===== src/rtl/ecc_mem_seq.sv =====
// ecc_mem_seq: processor-side sequencer for an ECC-protected asynchronous SRAM pair.
// Runs IDLE -> SETUP -> ACCESS (WAIT_CYCLES) -> HOLD -> DONE per accepted request.
// Requests carrying an illegal mode (1xx) go straight to DONE with resp_err set.
// Optional feature macro: ECC_MEM_SEQ_ERRCNT_EN enables the saturating corrected-error
// counter. Without it err_count_o is tied to zero and err_clr_i is ignored.
module ecc_mem_seq #(
    parameter int unsigned WAIT_CYCLES = 2,
    parameter int unsigned ERR_CNT_W   = 8
) (
    input  logic                 clk_i,
    input  logic                 rst_i,
    input  logic                 req_i,
    input  logic                 we_i,
    input  logic [15:0]          addr_i,
    input  logic [15:0]          wdata_i,
    input  logic [2:0]           mode_i,
    output logic                 ack_o,
    output logic                 resp_err_o,
    output logic [15:0]          rdata_o,
    output logic                 busy_o,
    output logic [2:0]           ecc_sel_o,
    output logic [15:0]          ecc_wdata_o,
    input  logic [15:0]          ecc_rdata_i,
    input  logic [2:0]           ecc_flag_i,
    output logic [15:0]          mem_addr_o,
    output logic                 mem_cs_o,
    output logic                 mem_we_n_o,
    output logic                 mem_oe_n_o,
    input  logic                 err_clr_i,
    output logic [ERR_CNT_W-1:0] err_count_o
);

    typedef enum logic [2:0] {
        StIdle,
        StSetup,
        StAccess,
        StHold,
        StDone
    } state_e;

    localparam logic [3:0] CntInit = 4'(WAIT_CYCLES - 1);

    state_e      state_q, state_d;
    logic [3:0]  cnt_q, cnt_d;
    logic        we_q;
    logic [15:0] addr_q;
    logic [15:0] wdata_q;
    logic [2:0]  mode_q;
    logic        resp_q;
    logic [15:0] rdata_q;

    logic accept;
    logic last_access;

    assign accept      = (state_q == StIdle) && req_i;
    assign last_access = (state_q == StAccess) && (cnt_q == 4'd0);

    // State and wait-counter registers
    always_ff @(posedge clk_i or posedge rst_i) begin
        if (rst_i) begin
            state_q <= StIdle;
            cnt_q   <= 4'd0;
        end else begin
            state_q <= state_d;
            cnt_q   <= cnt_d;
        end
    end

    // Next-state logic; the counter is loaded on the SETUP -> ACCESS transition
    always_comb begin
        state_d = state_q;
        cnt_d   = cnt_q;
        unique case (state_q)
            StIdle: begin
                if (req_i) begin
                    state_d = mode_i[2] ? StDone : StSetup;
                end
            end
            StSetup: begin
                state_d = StAccess;
                cnt_d   = CntInit;
            end
            StAccess: begin
                if (cnt_q == 4'd0) begin
                    state_d = StHold;
                end else begin
                    cnt_d = cnt_q - 4'd1;
                end
            end
            StHold: begin
                state_d = StDone;
            end
            StDone: begin
                state_d = StIdle;
            end
            default: begin
                state_d = StIdle;
            end
        endcase
    end

    // Moore outputs decoded from the current state
    always_comb begin
        ack_o      = 1'b0;
        resp_err_o = 1'b0;
        mem_cs_o   = 1'b0;
        mem_we_n_o = 1'b1;
        mem_oe_n_o = 1'b1;
        busy_o     = (state_q != StIdle);
        unique case (state_q)
            StSetup: begin
                mem_cs_o = 1'b1;
            end
            StAccess: begin
                mem_cs_o   = 1'b1;
                mem_we_n_o = ~we_q;
                mem_oe_n_o = we_q;
            end
            StHold: begin
                mem_cs_o = 1'b1;
            end
            StDone: begin
                ack_o      = 1'b1;
                resp_err_o = resp_q;
            end
            default: begin
                ack_o = 1'b0;
            end
        endcase
    end

    // Request capture; an illegal mode only records the error response
    always_ff @(posedge clk_i or posedge rst_i) begin
        if (rst_i) begin
            we_q    <= 1'b0;
            addr_q  <= 16'h0000;
            wdata_q <= 16'h0000;
            mode_q  <= 3'b000;
            resp_q  <= 1'b0;
        end else if (accept) begin
            resp_q <= mode_i[2];
            if (!mode_i[2]) begin
                we_q    <= we_i;
                addr_q  <= addr_i;
                wdata_q <= wdata_i;
                mode_q  <= mode_i;
            end
        end
    end

    // Read data capture on the edge that ends the last ACCESS cycle
    always_ff @(posedge clk_i or posedge rst_i) begin
        if (rst_i) begin
            rdata_q <= 16'h0000;
        end else if (last_access && !we_q) begin
            rdata_q <= ecc_rdata_i;
        end
    end

    assign rdata_o     = rdata_q;
    assign mem_addr_o  = addr_q;
    assign ecc_wdata_o = wdata_q;
    assign ecc_sel_o   = mode_q;

`ifdef ECC_MEM_SEQ_ERRCNT_EN
    logic [2:0]           flag_q;
    logic [ERR_CNT_W-1:0] err_q;
    logic                 err_inc;

    // Decoder flag captured alongside the read data
    always_ff @(posedge clk_i or posedge rst_i) begin
        if (rst_i) begin
            flag_q <= 3'b000;
        end else if (last_access && !we_q) begin
            flag_q <= ecc_flag_i;
        end
    end

    // Only legal ECC-mode reads (010/011) that saw a decoder flag count
    assign err_inc = (state_q == StDone) && !resp_q && !we_q &&
                     (mode_q[2:1] == 2'b01) && (flag_q != 3'b000);

    // Saturating error counter; clear has priority over increment
    always_ff @(posedge clk_i or posedge rst_i) begin
        if (rst_i) begin
            err_q <= '0;
        end else if (err_clr_i) begin
            err_q <= '0;
        end else if (err_inc && (err_q != {ERR_CNT_W{1'b1}})) begin
            err_q <= err_q + ERR_CNT_W'(1);
        end
    end

    assign err_count_o = err_q;
`else
    logic unused_errcnt;

    assign unused_errcnt = err_clr_i ^ (^ecc_flag_i);
    assign err_count_o   = '0;
`endif

endmodule


===== config.mk =====
export PLATFORM = sky130hd
export DESIGN_NAME = ecc_mem_seq
export DESIGN_NICKNAME = d
export VERILOG_FILES = /design/src/rtl/ecc_mem_seq.sv
export SDC_FILE = /design/constraint.sdc
export NUM_CORES = 1
export LEC_CHECK = 0
export ABC_AREA = 0
export BUFFER_PORTS_ARGS = -buffer_cell sky130_fd_sc_hd__buf_2
export CAP_MARGIN = 20
export CORE_UTILIZATION = 40
export DETAILED_ROUTE_END_ITERATION = 10
export PLACE_DENSITY = 0.75
export SYNTH_ARGS = -nofsm -noshare
export SYNTH_HDL_FRONTEND = slang
export SYNTH_SLANG_ARGS = --single-unit

===== constraint.sdc =====
create_clock -name clk_i -period 4.42 [get_ports clk_i]
set_input_delay 0 -clock clk_i [delete_from_list [all_inputs] [get_ports clk_i]]
set_output_delay 0 -clock clk_i [all_outputs]
set_load 0.005 [all_outputs]

==> impl_metrics.env, run 1 <==
export IMPL_hold_viol=0
export IMPL_die_width_um=81.7
export IMPL_antenna_found_initial=0
export IMPL_layout_common_cells="110 x buf_2, 59 x dfrtp_1, 54 x dlygate4sd3_1, 42 x mux2_2, 10 x mux2_4"
export IMPL_synth_edf_count=0
export IMPL_grt_max_degree=60
export IMPL_dieHeight_um=81.7
export IMPL_first_pass_iters=4
export IMPL_powerDensity_nw_per_um2=607
export IMPL_postRouteAntennaNets=0
export IMPL_r2r_end="rdata_o[1]$_DFFE_PP0P_"
export IMPL_cp_arrival_ps=2430
export IMPL_r2r_slack_ps=2210
export IMPL_cts_max_level=3
export IMPL_vdd_drop_max_mv=0.366
export IMPL_layout_min_cycle_time_ps=2210
export IMPL_initial_core_util=0.422
export IMPL_fmax_ghz=0.451
export IMPL_vias=1996
export IMPL_ys_types=39
export IMPL_viasPerCell=4.71
export IMPL_cts_sinks=59
export IMPL_die_area_sq_um=6680
export IMPL_ys_warn_count=0
export IMPL_netlist_area_sq_um=2540
export IMPL_cap_violations=0
export IMPL_drt_wirelength_per_cell_um=14.0
export IMPL_critical_path_required_ps=4630
export IMPL_area_growth_pct=51.1
export IMPL_core_rowCount=28
export IMPL_grt_pass1_wl_um=8750
export IMPL_post_synth_main_area_contributors="dfrtp_1 58%, mux2_2 19%, mux2_4 5.9%"
export IMPL_core_sq_um=6030
export IMPL_finalCritPeriodShare=0.501
export IMPL_grt_ovfl_total=0
export IMPL_dp_slack_ps=2240
export IMPL_status="complete, no violations"
export IMPL_drt_iter0_drc=70
export IMPL_async_reset_ff_frac=1.00
export IMPL_rsz0062_at_grt="no"
export IMPL_placedCellCount=355
export IMPL_numPortBuffers=110
export IMPL_tns_ps=0
export IMPL_cts_tree="yes"
export IMPL_ys_seq_area_frac=0.580
export IMPL_setup_ws_ps=2210
export IMPL_fin_nets=405
export IMPL_cts_inserted_buffers=9
export IMPL_synth_avg_cell_area_sq_um=14.3
export IMPL_path_cells="inv_1 > ha_1 > or3b_1 > or4_4 > mux2_4"
export IMPL_grt_pass1_vias=1931
export IMPL_dp_hpwl_um=3440
export IMPL_worst_pin_slew_ps=737
export IMPL_ioPinCount=124
export IMPL_finalSetupViolations=0
export IMPL_fin_cells=424
export IMPL_diodes=0
export IMPL_startpoint_type="register"
export IMPL_skew_ps=3.85
export IMPL_ff2ff_path_depth=5
export IMPL_insertion_delay_ps=330
export IMPL_relSlewSlack=0.509
export IMPL_r2r_start="cnt_q[0]$_DFFE_PP0P_"
export IMPL_place_congestion=0.791
export IMPL_cpLargestDelayFamily="simple AND/OR/NAND/NOR gates"
export IMPL_grt_use_total=0.180
export IMPL_synthCells=178
export IMPL_cts_max_path_buffers=2
export IMPL_final_max_slew_viol_count=0
export IMPL_root_buffer="clkbuf_8"
export IMPL_slowest_delay_ps=600
export IMPL_p_leak_nw=1.88
export IMPL_synth_top_cell_area_share=0.580
export IMPL_path_max_fanout=16
export IMPL_route_detailed_drc=0
export IMPL_criticalPathCategory="register to register"
export IMPL_crit_path_end_kind="register"
export IMPL_wl_um=5930
export IMPL_clkSlewWorstSetupHoldPaths_ps=60
export IMPL_cts_hold_fix_buffers=54
export IMPL_synth_flop_cell="dfrtp_1"
export IMPL_synth_top_area_cell="dfrtp_1"
export IMPL_drive_gt1_frac=0.524
export IMPL_min_path_type="primary input to asynchronous set/reset pin"
export IMPL_layout_commonest_cell="buf_2"
export IMPL_postCtsSetupBuffers=0
export IMPL_ys_seq_elements=59
export IMPL_critPathBufInv=1
export IMPL_cts_resized=0
export IMPL_crit_slowest_cell="or4_4"
==> how the worst max path moves through the flow <==
stage / from / end / slack, ps / depth (start not counted)
after floorplan: cnt_q[0]$_DFFE_PP0P_ / rdata_o[0]$_DFFE_PP0P_ / 2290 / 7
final: cnt_q[0]$_DFFE_PP0P_ / rdata_o[1]$_DFFE_PP0P_ / 2210 / 5
after detailed placement: cnt_q[0]$_DFFE_PP0P_ / rdata_o[5]$_DFFE_PP0P_ / 2240 / 5
after CTS: cnt_q[0]$_DFFE_PP0P_ / rdata_o[1]$_DFFE_PP0P_ / 2220 / 5
after global placement: cnt_q[0]$_DFFE_PP0P_ / rdata_o[0]$_DFFE_PP0P_ / 2260 / 5
after global routing: cnt_q[0]$_DFFE_PP0P_ / rdata_o[7]$_DFFE_PP0P_ / 2080 / 5
==> state kept, by name (all words and copies together) (netlist names) <==
register,flops
cnt_q,4
ecc_sel_o,2
ecc_wdata_o,16
mem_addr_o,16
rdata_o,16
resp_q,1
state_q,3
we_q,1
==> synthesized netlist by cell type, types with 2 or more instances <==
| master | number |
|---|---|
| nor3_1 | 3 |
| inv_1 | 6 |
| buf_2 | 3 |
| o21ai_0 | 2 |
| buf_6 | 3 |
| a31oi_1 | 2 |
| clkbuf_1 | 2 |
| nor2b_1 | 2 |
| dfrtp_1 | 59 |
| mux2_2 | 42 |
| nor2_1 | 7 |
| mux2_4 | 10 |
| nand3_1 | 2 |
| buf_4 | 9 |
| nor3b_1 | 2 |
==> area by class of cell <==
| cell class | instances | area (sq um) |
|---|---|---|
| clock buffers | 10 | 128 |
| multi-input cells | 103 | 937 |
| inverters | 6 | 22.5 |
| clock inverters | 5 | 78.8 |
| repair buffers | 166 | 1110 |
| fillers | 463 | 2180 |
| well taps | 75 | 93.8 |
| flip-flops and latches | 59 | 1480 |
==> power by group <==
group / internal [mW] / switching [mW]
registers: 0.808 / 0.166
logic: 0.517 / 0.325
clock network: 0.313 / 0.203
==> logic make-up (layout without fill, tap and decap cells) <==
group | count (synthesis) | after routing | share of synthesized area
other cells | 1 | 9 | 0.00147
xor+xnor | 1 | 1 | 0.00344
buf+inv | 24 | 187 | 0.0654
mux | 52 | 52 | 0.245
flops | 59 | 59 | 0.580
compound gates | 12 | 12 | 0.0335
fa+ha+maj | 1 | 1 | 0.00492
simple gates | 28 | 28 | 0.0659
==> per-stage QoR <==
step	area, sq um	total power, mW	hold slack [ps]	util
after floorplan	2570	1.44	149	-
after global placement	3100	1.74	232	0.514
after detailed placement	3100	1.78	236	0.514
after CTS	3840	2.35	412	0.638
after global routing	3840	2.50	427	0.638
final	3840	2.33	439	0.638
==> worst reg2reg max path, cell delays in order, from the launching register on <==
cell and delay (ps):
dfrtp_1 410, inv_1 90, ha_1 210, or3b_1 430, or4_4 600, mux2_4 360
==> layer usage <==
layer  track usage  vias up  routed length [um]
li1              -      946                   -
met1         0.183      970                2310
met2         0.332       76                3180
met3        0.0756        4                 408
met4        0.0544        0                  29
met5             0        -                   0
Power figures use the tool's default switching activity.
==> inputs of run 2 (changes only) <==
Settings changed: ABC_AREA 0 to 1.
Clock period 4.42 ns to 2.1 ns, I/O delays scaled along.
==> impl_metrics.env, run 2 <==
export IMPL_status="complete, no violations"
export IMPL_min_path_type="primary input to asynchronous set/reset pin"
export IMPL_layout_common_cells="146 x nand2_1, 110 x buf_2, 59 x dfrtp_1, 56 x dlygate4sd3_1, 14 x o21ai_0"
export IMPL_critPathBufInv=1
export IMPL_relSlewSlack=0.628
export IMPL_ys_types=23
export IMPL_whs_ps=283
export IMPL_rsz0062_at_grt="no"
export IMPL_grt_max_degree=60
export IMPL_initial_core_util=0.420
export IMPL_grt_use_total=0.211
export IMPL_postRouteAntennaNets=0
export IMPL_netlist_area_sq_um=2510
export IMPL_tns_ps=0
export IMPL_final_max_slew_viol_count=0
export IMPL_cpLargestDelayFamily="simple AND/OR/NAND/NOR gates"
export IMPL_synth_top_area_cell="dfrtp_1"
export IMPL_async_reset_ff_frac=1.00
export IMPL_vias=2424
export IMPL_synthCells=288
export IMPL_dp_hpwl_um=3670
export IMPL_p_leak_nw=2.12
export IMPL_cts_inserted_buffers=9
export IMPL_viasPerCell=4.52
export IMPL_diodes=0
export IMPL_synth_flop_cell="dfrtp_1"
export IMPL_finalSetupViolations=0
export IMPL_hold_viol=0
export IMPL_ys_warn_count=0
export IMPL_core_rowCount=28
export IMPL_cts_max_path_buffers=2
export IMPL_antenna_found_initial=0
export IMPL_layout_min_cycle_time_ps=1780
export IMPL_synth_edf_count=0
export IMPL_grt_ovfl_total=0
export IMPL_area_growth_pct=53.0
export IMPL_startpoint_type="register"
export IMPL_path_max_fanout=7
export IMPL_cts_max_level=3
export IMPL_skew_ps=8.17
export IMPL_root_buffer="clkbuf_8"
export IMPL_core_sq_um=5990
export IMPL_cts_tree="yes"
export IMPL_drt_iter0_drc=108
export IMPL_slowest_delay_ps=570
export IMPL_dieHeight_um=81.3
export IMPL_postCtsSetupBuffers=0
export IMPL_finalCritPeriodShare=0.850
export IMPL_cts_resized=0
export IMPL_cp_arrival_ps=2050
export IMPL_ioPinCount=124
export IMPL_layout_commonest_cell="nand2_1"
export IMPL_fmax_ghz=0.560
export IMPL_ys_seq_elements=59
export IMPL_critical_path_required_ps=2360
export IMPL_place_congestion=0.769
export IMPL_crit_path_end_kind="register"
export IMPL_first_pass_iters=4
export IMPL_powerDensity_nw_per_um2=1260
export IMPL_wl_um=6550
export IMPL_fin_nets=516
export IMPL_crit_slowest_cell="dlygate4sd3_1"
export IMPL_route_detailed_drc=0
export IMPL_cts_sinks=59
export IMPL_path_cells="nor2_1 > nand3_1 > nor2_2 > nand2_1 > dlygate4sd3_1 > nand2_1"
export IMPL_synth_avg_cell_area_sq_um=8.73
export IMPL_grt_pass1_vias=2409
export IMPL_drive_gt1_frac=0.295
export IMPL_vdd_drop_max_mv=0.836
export IMPL_synth_most_common_cell="nand2_1"
export IMPL_ys_seq_area_frac=0.587
export IMPL_die_width_um=81.3
export IMPL_criticalPathCategory="register to register"
export IMPL_synth_common_cells="146 x nand2_1, 59 x dfrtp_1, 14 x o21ai_0"
export IMPL_power_mw=4.84
export IMPL_die_area_sq_um=6600
export IMPL_insertion_delay_ps=330
export IMPL_nFillCells=488
export IMPL_drt_wirelength_per_cell_um=12.2
export IMPL_post_synth_main_area_contributors="dfrtp_1 59%, nand2_1 22%, buf_4 3.0%"
export IMPL_cap_violations=0
export IMPL_synth_top_cell_area_share=0.587
export IMPL_grt_pass1_wl_um=10400
export IMPL_cpMostUsedCell="nand2_1"
export IMPL_worst_pin_slew_ps=557
export IMPL_numPortBuffers=110
export IMPL_clkSlewWorstSetupHoldPaths_ps=60
==> run 2: logic make-up (layout without fill, tap and decap cells) <==
logic type | Yosys count | in the layout | share of synthesized area
adders and majority gates | 1 | 1 | 0.00498
AOI/OAI and AO/OA | 22 | 22 | 0.0438
other | 1 | 9 | 0.00149
and+or+nand+nor | 173 | 173 | 0.281
DFF | 59 | 59 | 0.587
xor gates and xnor gates | 1 | 1 | 0.00348
buffers and inverters | 31 | 196 | 0.0776
==> run 2: final timing paths <==
check / startpoint / end / slack (ps) / cells after the start
worst max-delay path: state_q[0]$_DFFE_PP0P_ / ecc_sel_o[0]$_DFFE_PP0P_ / 320 / 6
worst min-delay path: rst_i / we_q$_DFFE_PP0P_ / 280 / 4
worst max register to register: state_q[0]$_DFFE_PP0P_ / ecc_sel_o[0]$_DFFE_PP0P_ / 320 / 6
worst min register to register: ecc_wdata_o[1]$_DFFE_PP0P_ / ecc_wdata_o[1]$_DFFE_PP0P_ / 470 / 2
max in group asynchronous: rst_i / ecc_sel_o[0]$_DFFE_PP0P_ / 1550 / 4
min in group clk_i: wdata_i[1] / ecc_wdata_o[1]$_DFFE_PP0P_ / 400 / 4
==> run 2: metrics by stage <==
step | instance area, sq um | std cells | util | setup WS, ps
after global placement | 3070 | 464 | 0.512 | 567
after CTS | 3840 | 536 | 0.642 | 367
after detailed placement | 3070 | 464 | 0.512 | 503
final | 3840 | 536 | 0.642 | 316
after floorplan | 2540 | 296 | - | 644
after global routing | 3840 | 536 | 0.642 | 225
==> run 2: routing by layer <==
metal | track usage | up-vias | share of wire
met5 | 0 | - | 0
met4 | 0.0893 | 0 | 0.013
met3 | 0.0483 | 10 | 0.065
met2 | 0.384 | 98 | 0.51
met1 | 0.233 | 1110 | 0.41
li1 | - | 1206 | -
==> run 2: final cells by class <==
cell class / count / area, sq um / area share
Sequential cell: 59 / 1480 / 0.384
Timing Repair Buffer: 168 / 1140 / 0.296
Multi-Input combinational cell: 206 / 875 / 0.227
Clock buffer: 9 / 124 / 0.0322
Tap cell: 75 / 93.8 / 0.0244
Clock inverter: 7 / 92.6 / 0.0241
Inverter: 12 / 45.0 / 0.0117
==> run 2: power by group <==
part | switching, mW | internal (mW)
Combinational | 0.996 | 0.763
Sequential | 0.301 | 1.67
Clock | 0.444 | 0.665
Total | 1.74 | 3.09
==> run 2: timing repair <==
action | in CTS | in global routing
endpoints found under the setup margin | 0 | 0
endpoints found under the hold margin | 112 | 0
hold buffers | 56 | 0
==> run 2: tightest hold or removal path: stages <==
cell and delay, ps:
dlygate4sd3_1 540, buf_2 130, inv_2 60, buf_12 270
